File: src/rtl/sprite_anim_ctrl_if.sv
// sprite_anim_ctrl_if: timing inputs and sprite-engine outputs of sprite_anim_ctrl.
interface sprite_anim_ctrl_if #(
  parameter int CORDW = 12,
  parameter int ADDRW = 11,
  parameter int FRW = 2
);
  logic run;
  logic [CORDW-1:0] sx;
  logic [CORDW-1:0] sy;
  logic [CORDW-1:0] sprx;
  logic [CORDW-1:0] spry;
  logic [ADDRW-1:0] base_addr;
  logic [FRW-1:0] frame;
  logic spr_start;
  logic flip;
  logic tick;
  modport master(output run, sx, sy, input sprx, spry, base_addr, frame, spr_start, flip, tick);
  modport slave(input run, sx, sy, output sprx, spry, base_addr, frame, spr_start, flip, tick);
endinterface

File: src/rtl/sprite_anim_ctrl.sv
// sprite_anim_ctrl: per-frame sprite position, walk-cycle frame and line-start pulse.
// Define SPRITE_ANIM_BOUNCE_EN for the LEFT/RIGHT bounce build; otherwise leftward wrap only.
module sprite_anim_ctrl #(
  parameter int CORDW = 12,
  parameter int ADDRW = 11,
  parameter int H_RES = 1920,
  parameter int V_RES = 1080,
  parameter int H_RES_FULL = 2200,
  parameter int V_RES_FULL = 1125,
  parameter int SPR_PIXELS = 640,
  parameter int FRAMES = 3,
  parameter int FRAME_TICKS = 16,
  parameter int SPEED_X = 6,
  parameter int SPR_W_S = 384,
  parameter int START_X = 0,
  parameter int START_Y = 420
) (
  input logic clk_pix,
  input logic rst_n,
  sprite_anim_ctrl_if.slave bus
);
  localparam int FRW = (FRAMES > 1) ? $clog2(FRAMES) : 1;
  localparam int HW = (FRAME_TICKS > 1) ? $clog2(FRAME_TICKS) : 1;
  localparam logic [CORDW-1:0] SPD = CORDW'(SPEED_X);
  localparam logic [CORDW-1:0] X0 = CORDW'(START_X);
  localparam logic [CORDW-1:0] Y0 = CORDW'(START_Y);
  localparam logic [CORDW-1:0] Y_COR = CORDW'((START_Y == 0) ? V_RES_FULL - 1 : START_Y - 1);
  localparam logic [CORDW-1:0] X_LAST = CORDW'(H_RES - 1);
  localparam logic [CORDW-1:0] Y_ANIM = CORDW'(V_RES);
  localparam logic [ADDRW-1:0] SPR_STEP = ADDRW'(SPR_PIXELS);
  if (FRAMES < 1 || FRAME_TICKS < 1 || SPEED_X < 1 || SPEED_X >= H_RES_FULL || SPR_W_S > H_RES) begin : g_bad_params
    $error("sprite_anim_ctrl: illegal parameter set");
  end
  logic [CORDW-1:0] sprx, spry, sprx_nx;
  logic [ADDRW-1:0] base_addr;
  logic [FRW-1:0] frame;
  logic [HW-1:0] hold;
  logic spr_start, tick, flip, update;
  assign update = bus.run && bus.sy == Y_ANIM && bus.sx == '0;
`ifdef SPRITE_ANIM_BOUNCE_EN
  localparam logic [CORDW-1:0] X_MAX = CORDW'(H_RES - SPR_W_S);
  typedef enum logic {LEFT, RIGHT} dir_t;
  dir_t dir;
  logic [CORDW-1:0] sum;
  assign sum = sprx + SPD;
  always_comb sprx_nx = (dir == RIGHT) ? ((sum > X_MAX) ? X_MAX : sum) : ((sprx < SPD) ? '0 : sprx - SPD);
  always_ff @(posedge clk_pix or negedge rst_n)
    if (!rst_n) begin
      dir <= LEFT;
      flip <= 1'b0;
    end else if (update) begin
      dir <= (dir == RIGHT) ? ((sum > X_MAX) ? LEFT : RIGHT) : ((sprx < SPD) ? RIGHT : LEFT);
      flip <= (dir == RIGHT) ? !(sum > X_MAX) : (sprx < SPD);
    end
`else
  localparam logic [CORDW-1:0] WRAP = CORDW'(H_RES_FULL - SPEED_X);
  always_comb sprx_nx = (sprx >= SPD) ? sprx - SPD : sprx + WRAP;
  assign flip = 1'b0;
`endif
  always_ff @(posedge clk_pix or negedge rst_n)
    if (!rst_n) begin
      sprx <= X0;
      spry <= Y0;
      frame <= '0;
      base_addr <= '0;
      hold <= '0;
      spr_start <= 1'b0;
      tick <= 1'b0;
    end else begin
      spr_start <= bus.sy == Y_COR && bus.sx == X_LAST;
      tick <= update;
      if (update) begin
        sprx <= sprx_nx;
        hold <= (hold == HW'(FRAME_TICKS - 1)) ? '0 : hold + 1'b1;
        if (hold == HW'(FRAME_TICKS - 1)) begin
          frame <= (frame == FRW'(FRAMES - 1)) ? '0 : frame + 1'b1;
          base_addr <= (frame == FRW'(FRAMES - 1)) ? '0 : base_addr + SPR_STEP;
        end
      end
    end
  assign bus.sprx = sprx;
  assign bus.spry = spry;
  assign bus.base_addr = base_addr;
  assign bus.frame = frame;
  assign bus.spr_start = spr_start;
  assign bus.flip = flip;
  assign bus.tick = tick;
endmodule

File: src/flat_wrapper.sv
// flat-port wrapper written by rule: the top's interface ports become plain ports
module sprite_anim_ctrl_flat 
#(
  parameter int CORDW = 12,
  parameter int ADDRW = 11,
  parameter int H_RES = 1920,
  parameter int V_RES = 1080,
  parameter int H_RES_FULL = 2200,
  parameter int V_RES_FULL = 1125,
  parameter int SPR_PIXELS = 640,
  parameter int FRAMES = 3,
  parameter int FRAME_TICKS = 16,
  parameter int SPEED_X = 6,
  parameter int SPR_W_S = 384,
  parameter int START_X = 0,
  parameter int START_Y = 420
)
  (clk_pix, rst_n, bus_run, bus_sx, bus_sy, bus_sprx, bus_spry, bus_base_addr, bus_frame, bus_spr_start, bus_flip, bus_tick);
  sprite_anim_ctrl_if #(.CORDW(CORDW), .ADDRW(ADDRW), .FRW(2)) bus_i ();
  input logic clk_pix;
  input logic rst_n;
  input wire logic [$bits(bus_i.run)-1:0] bus_run;
  input wire logic [$bits(bus_i.sx)-1:0] bus_sx;
  input wire logic [$bits(bus_i.sy)-1:0] bus_sy;
  output wire logic [$bits(bus_i.sprx)-1:0] bus_sprx;
  output wire logic [$bits(bus_i.spry)-1:0] bus_spry;
  output wire logic [$bits(bus_i.base_addr)-1:0] bus_base_addr;
  output wire logic [$bits(bus_i.frame)-1:0] bus_frame;
  output wire logic [$bits(bus_i.spr_start)-1:0] bus_spr_start;
  output wire logic [$bits(bus_i.flip)-1:0] bus_flip;
  output wire logic [$bits(bus_i.tick)-1:0] bus_tick;
  assign bus_i.run = bus_run;
  assign bus_i.sx = bus_sx;
  assign bus_i.sy = bus_sy;
  assign bus_sprx = bus_i.sprx;
  assign bus_spry = bus_i.spry;
  assign bus_base_addr = bus_i.base_addr;
  assign bus_frame = bus_i.frame;
  assign bus_spr_start = bus_i.spr_start;
  assign bus_flip = bus_i.flip;
  assign bus_tick = bus_i.tick;
  sprite_anim_ctrl #(.CORDW(CORDW), .ADDRW(ADDRW), .H_RES(H_RES), .V_RES(V_RES), .H_RES_FULL(H_RES_FULL), .V_RES_FULL(V_RES_FULL), .SPR_PIXELS(SPR_PIXELS), .FRAMES(FRAMES), .FRAME_TICKS(FRAME_TICKS), .SPEED_X(SPEED_X), .SPR_W_S(SPR_W_S), .START_X(START_X), .START_Y(START_Y)) u_core (.clk_pix(clk_pix), .rst_n(rst_n), .bus(bus_i));
endmodule
File: config.mk
export PLATFORM = sky130hd
export DESIGN_NAME = sprite_anim_ctrl_flat
export DESIGN_NICKNAME = d
export VERILOG_FILES = /design/src/rtl/sprite_anim_ctrl_if.sv /design/src/rtl/sprite_anim_ctrl.sv /design/src/flat_wrapper.sv
export SDC_FILE = /design/constraint.sdc
export NUM_CORES = 1
export LEC_CHECK = 0
export ABC_AREA = 1
export CORE_MARGIN = 4
export CORE_UTILIZATION = 30
export CTS_CLUSTER_DIAMETER = 50
export CTS_CLUSTER_SIZE = 20
export DETAILED_ROUTE_END_ITERATION = 12
export MAX_ROUTING_LAYER = met4
export SYNTH_ARGS = -nofsm -noshare
export SYNTH_HDL_FRONTEND = slang
export SYNTH_SLANG_ARGS = --single-unit
File: constraint.sdc
create_clock -name clk_pix -period 3.1 [get_ports clk_pix]
set_input_delay 0.465 -clock clk_pix [delete_from_list [all_inputs] [get_ports clk_pix]]
set_output_delay 0.465 -clock clk_pix [all_outputs]
set_load 0.005 [all_outputs]
# Yosys cells after proc, flatten, opt, wreduce, memory -nomap -nowiden
# Cells that the tools add are included.
# classes
addsub	5
order_cmp	1
n_eq_ne	5
mux	4
reduce_logical	5
# op_table
op	count
12-bit by 11-bit equality test with 1-bit output, second input constant	2
12-bit adder, second input constant	1
12-bit by 9-bit equality test with 1-bit output, second input constant	1
12-bit by 3-bit >= comparator with 1-bit output, second input constant	1
12-bit zero test	1
12-bit 2-to-1 mux	1
12-bit by 3-bit subtractor with 12-bit output, second input constant	1
11-bit by 10-bit adder with 11-bit output, second input constant	1
11-bit 2-to-1 mux	1
4-bit by 1-bit adder with 4-bit output, second input constant	1
4-bit equality test, second input constant	1
4-bit 2-to-1 mux	1
1-bit logical AND	3
2-bit by 1-bit adder with 2-bit output, second input constant	1
2-bit equality test, second input constant	1
2-bit 2-to-1 mux	1
2-bit AND reduction	1
# word_totals
reg_bits	31
input_bits	27
out_inout_bits	40

# Depth between registers and ports, before layout
# logic_depth
depth_word	4
depth_mapped	9
mapped_depth_nobuf	9

# Worst setup path after synthesis
# Ideal clock, no wire load.
# synth_path
path_type	input to register
start	in bus_sy[6]
end	reg u_core.hold[2]
setup_ns	0.122
t_arrival_ns	1.269
required_time_ns	2.978
slack_ns	1.709
cell_stages	9
cell_sequence	inv_1 nand2_1 nor2_2 nand3_2 nor2_4 nand2_4 buf_6 nand2_2 o21ai_2
# synth_between
elab_chain_cells	3
# synth_lines
element	line_no	source
from (decl)	flat_wrapper.sv:24	input wire logic [$bits(bus_i.sy)-1:0] bus_sy;
12-bit by 11-bit equality test with 1-bit output	sprite_anim_ctrl.sv:39	assign update = bus.run && bus.sy == Y_ANIM && bus.sx == '0;
1-bit logical AND (2 in a row)	sprite_anim_ctrl.sv:39	
to (signal assigned)	sprite_anim_ctrl.sv:74	hold <= (hold == HW'(FRAME_TICKS - 1)) ? '0 : hold + 1'b1;
to (decl)	sprite_anim_ctrl.sv:37	logic [HW-1:0] hold;
# Every way passes these cells.
# A chain may end at the register's enable or synchronous reset.

# Worst setup path after layout
# layout_path
start	in bus_sx[8]
end	reg u_core.base_addr[7], in the netlist u_core.bus.base_addr[7]
# layout_between
elab_chain_cells	3
# layout_lines
element	line_no	source
from (decl)	flat_wrapper.sv:23	input wire logic [$bits(bus_i.sx)-1:0] bus_sx;
12-bit zero test	sprite_anim_ctrl.sv:39	
1-bit logical AND	sprite_anim_ctrl.sv:39	
2-bit AND reduction (no source line)	n/a	
to (signal assigned)	sprite_anim_ctrl.sv:77	base_addr <= (frame == FRW'(FRAMES - 1)) ? '0 : base_addr + SPR_STEP;
to (decl)	sprite_anim_ctrl.sv:35	logic [ADDRW-1:0] base_addr;
# Every way passes these cells.

==> results.sh <==
export IMPL_nNetsFinal=343
export IMPL_core_rowCount=27
export IMPL_synth_edff_count=0
export IMPL_clock_latency_ns=0.27
export IMPL_ys_flop_type="dfrtp_1"
export IMPL_dr_pass1_iters=4
export IMPL_hold_buffers=0
export IMPL_final_core_util=0.404
export IMPL_p_per_area_nw_per_um2=249
export IMPL_hold_depth=2
export IMPL_area_delta_synth_final_pct=27.8
export IMPL_cp_required_ns=3.27
export IMPL_synth_seq_cells=23
export IMPL_grt_first_pass_wirelength_um=6460
export IMPL_netlist_top_cells_area="dfrtp_1 (32%), nand2_1 (18%), buf_4 (9.3%), nor2_1 (7.6%), inv_1 (6.6%)"
export IMPL_peakVddDrop_v=0.000149
export IMPL_clock_skew_ns=0.00215
export IMPL_die_y_um=84.9
export IMPL_start_util=0.316
export IMPL_via_count=1629
export IMPL_synth_top_area_frac=0.325
export IMPL_antenna_cells=0
export IMPL_grt_max_degree=24
export IMPL_ys_seq_area_frac=0.325
export IMPL_root_buffer="clkbuf_8"
export IMPL_dpl_hpwl_um=3230
export IMPL_cap_violations=0
export IMPL_overflow=0
export IMPL_route_detailed_drc=0
export IMPL_clk_path_buf_depth=2
export IMPL_syn_avg_cell_area_um2=6.69
export IMPL_drtIter0Drc=73
export IMPL_clkTransAtPathRegs_ns=0.09
export IMPL_synthDistinctLibCells=26
export IMPL_cts_setup_buffers=0
export IMPL_die_width_um=84.9
export IMPL_coreArea_um2=5610
export IMPL_gp_congestion=0.791
export IMPL_cts_sinks=23
export IMPL_wire_per_inst_um=10.4
export IMPL_rr_worst_depth=5
export IMPL_timing_hold_ws_ns=0.524
export IMPL_synthCells=265
export IMPL_drt_antenna_violating_nets=0
export IMPL_io_pins=67
export IMPL_yosysWarnings=12
export IMPL_finalCriticalPeriod_ns=1.80
export IMPL_slew_violations=0
export IMPL_hold_class="reg -> reg"
export IMPL_critPathKind="in -> reg"
export IMPL_cts_made_buffers=3
export IMPL_setup_viol=0
export IMPL_viasPerCell=4.24
export IMPL_grt_pass1_vias=1439
export IMPL_critPathMaxFanout=12
export IMPL_critPathArrivalTime_ns=1.97
export IMPL_cts_tree="done"
export IMPL_die_area_um2=7200
export IMPL_final_setup_tns_ns=0
export IMPL_num_fill_cells=583
export IMPL_async_flop_share=1.00
export IMPL_rsz0062_at_grt="false"
export IMPL_yosys_area_top_type="dfrtp_1"
export IMPL_netlist_area_um2=1770
export IMPL_hold_viol=0
export IMPL_cts_repair_resized=0
export IMPL_leakagePower_nw=1.21
export IMPL_fmax_mhz=557
export IMPL_layout_drive_gt1_share=0.0865
export IMPL_portBuffers=45
export IMPL_wirelength_um=3980
export IMPL_grtUsageTotal=0.112
export IMPL_outcome="finished, final reports clean"
export IMPL_cp_end_kind="flip-flop"
export IMPL_cp_start_kind="input port"
export IMPL_fin_crit_sh=0.580
export IMPL_htreeDepth=1
export IMPL_antenna_found_initial=0
## metrics by stage
step / cell area (um2) / worst slack, ns / power, mW / cells
after floorplan: 1850 / 1.71 / 0.347 / 285
after global placement: 2220 / 1.06 / 0.376 / 380
after detailed placement: 2220 / 1.01 / 0.376 / 380
after CTS: 2260 / 1.31 / 0.573 / 384
after global routing: 2260 / 1.07 / 0.591 / 384
final: 2260 / 1.30 / 0.564 / 384
## registers in the layout, summed over array words and instances, names as in the netlist
register / flops
u_core.hold: 4
u_core.bus.frame: 2
u_core.bus.sprx: 11
u_core.bus.spr_start: 1
u_core.bus.tick: 1
u_core.bus.base_addr: 4
## final timing paths
check / startpoint / to / slack [ns]
max: bus_sx[8] / u_core.bus.base_addr[7] / 1.30
min: u_core.hold[1] / u_core.hold[1] / 0.52
max reg2reg: u_core.hold[0] / u_core.hold[0] / 1.55
min reg2reg: u_core.hold[1] / u_core.hold[1] / 0.52
max in group asynchronous: rst_n / u_core.bus.sprx[9] / 2.33
min in group asynchronous: rst_n / u_core.bus.sprx[8] / 0.53
## cell usage in the layout (no fill, tap or decap), types with 2 or more instances in the layout
cell             synthesis  routed
nand2_1                 87      87
clkdlybuf4s50_1          0      45
nor2_1                  36      36
inv_1                   31      31
dfrtp_1                 23      23
conb_1                   1      21
nand3_1                 11      11
nand4_1                  8       8
o21ai_2                  7       7
nor2_2                   5       5
nor4_1                   4       4
xor2_1                   4       4
o21ai_0                  4       4
nand2_2                  3       3
ha_1                     3       3
clkbuf_8                 0       3
inv_2                    2       2
xnor2_1                  2       2
or2_2                    2       2
a21oi_1                  2       2
nand3b_1                 2       2
## worst max-delay path, cell delays in order
cell and delay [ns]:
clkdlybuf4s50_1 0.44, nor2_1 0.15, nand2_1 0.06, nor2_1 0.08, nand2_1 0.11, nor2_2 0.41
nand2_1 0.13, nand2_1 0.08, nand2_1 0.04
## kinds of logic after synthesis
kind of cell	Yosys count	synth area share
other	1	0.00212
flip-flops	23	0.325
AND/OR/NAND/NOR	162	0.399
buffers and inverters	57	0.172
AO/OA/AOI/OAI	13	0.0516
adder cells (fa/ha/maj)	3	0.0212
XOR/XNOR	6	0.0297
## cell type report
class / count / area, um2 / share of cell area
Clock inverter: 1 / 5.00 / 0.00221
Inverter: 34 / 128 / 0.0564
Multi-Input combinational cell: 205 / 967 / 0.427
Tap cell: 72 / 90.1 / 0.0398
Timing Repair Buffer: 46 / 458 / 0.202
Clock buffer: 3 / 41.3 / 0.0182
Sequential cell: 23 / 576 / 0.254
## cells in the mapped netlist (2+ instances only)
cell type,number
inv_2,2
nand3b_1,2
a21oi_1,2
nand3_1,11
inv_1,31
o21ai_2,7
dfrtp_1,23
ha_1,3
xnor2_1,2
nand4_1,8
xor2_1,4
nand2_1,87
nor4_1,4
o21ai_0,4
nor2_1,36
nor2_2,5
buf_4,22
or2_2,2
nand2_2,3
## power by group
group	switching, mW	internal [mW]
Clock	0.104	0.0900
Sequential	0.000000756	0.300
Combinational	0.0339	0.0363
## per-layer routing
| metal | global-route usage | vias to the layer above | wire (um) |
|---|---|---|---|
| li1 | - | 870 | - |
| met1 | 0.138 | 720 | 1800 |
| met2 | 0.186 | 34 | 1950 |
| met3 | 0.0272 | 5 | 184 |
| met4 | 0.0273 | 0 | 44 |
| met5 | - | - | 0 |
Power figures use the tool's default switching activity.
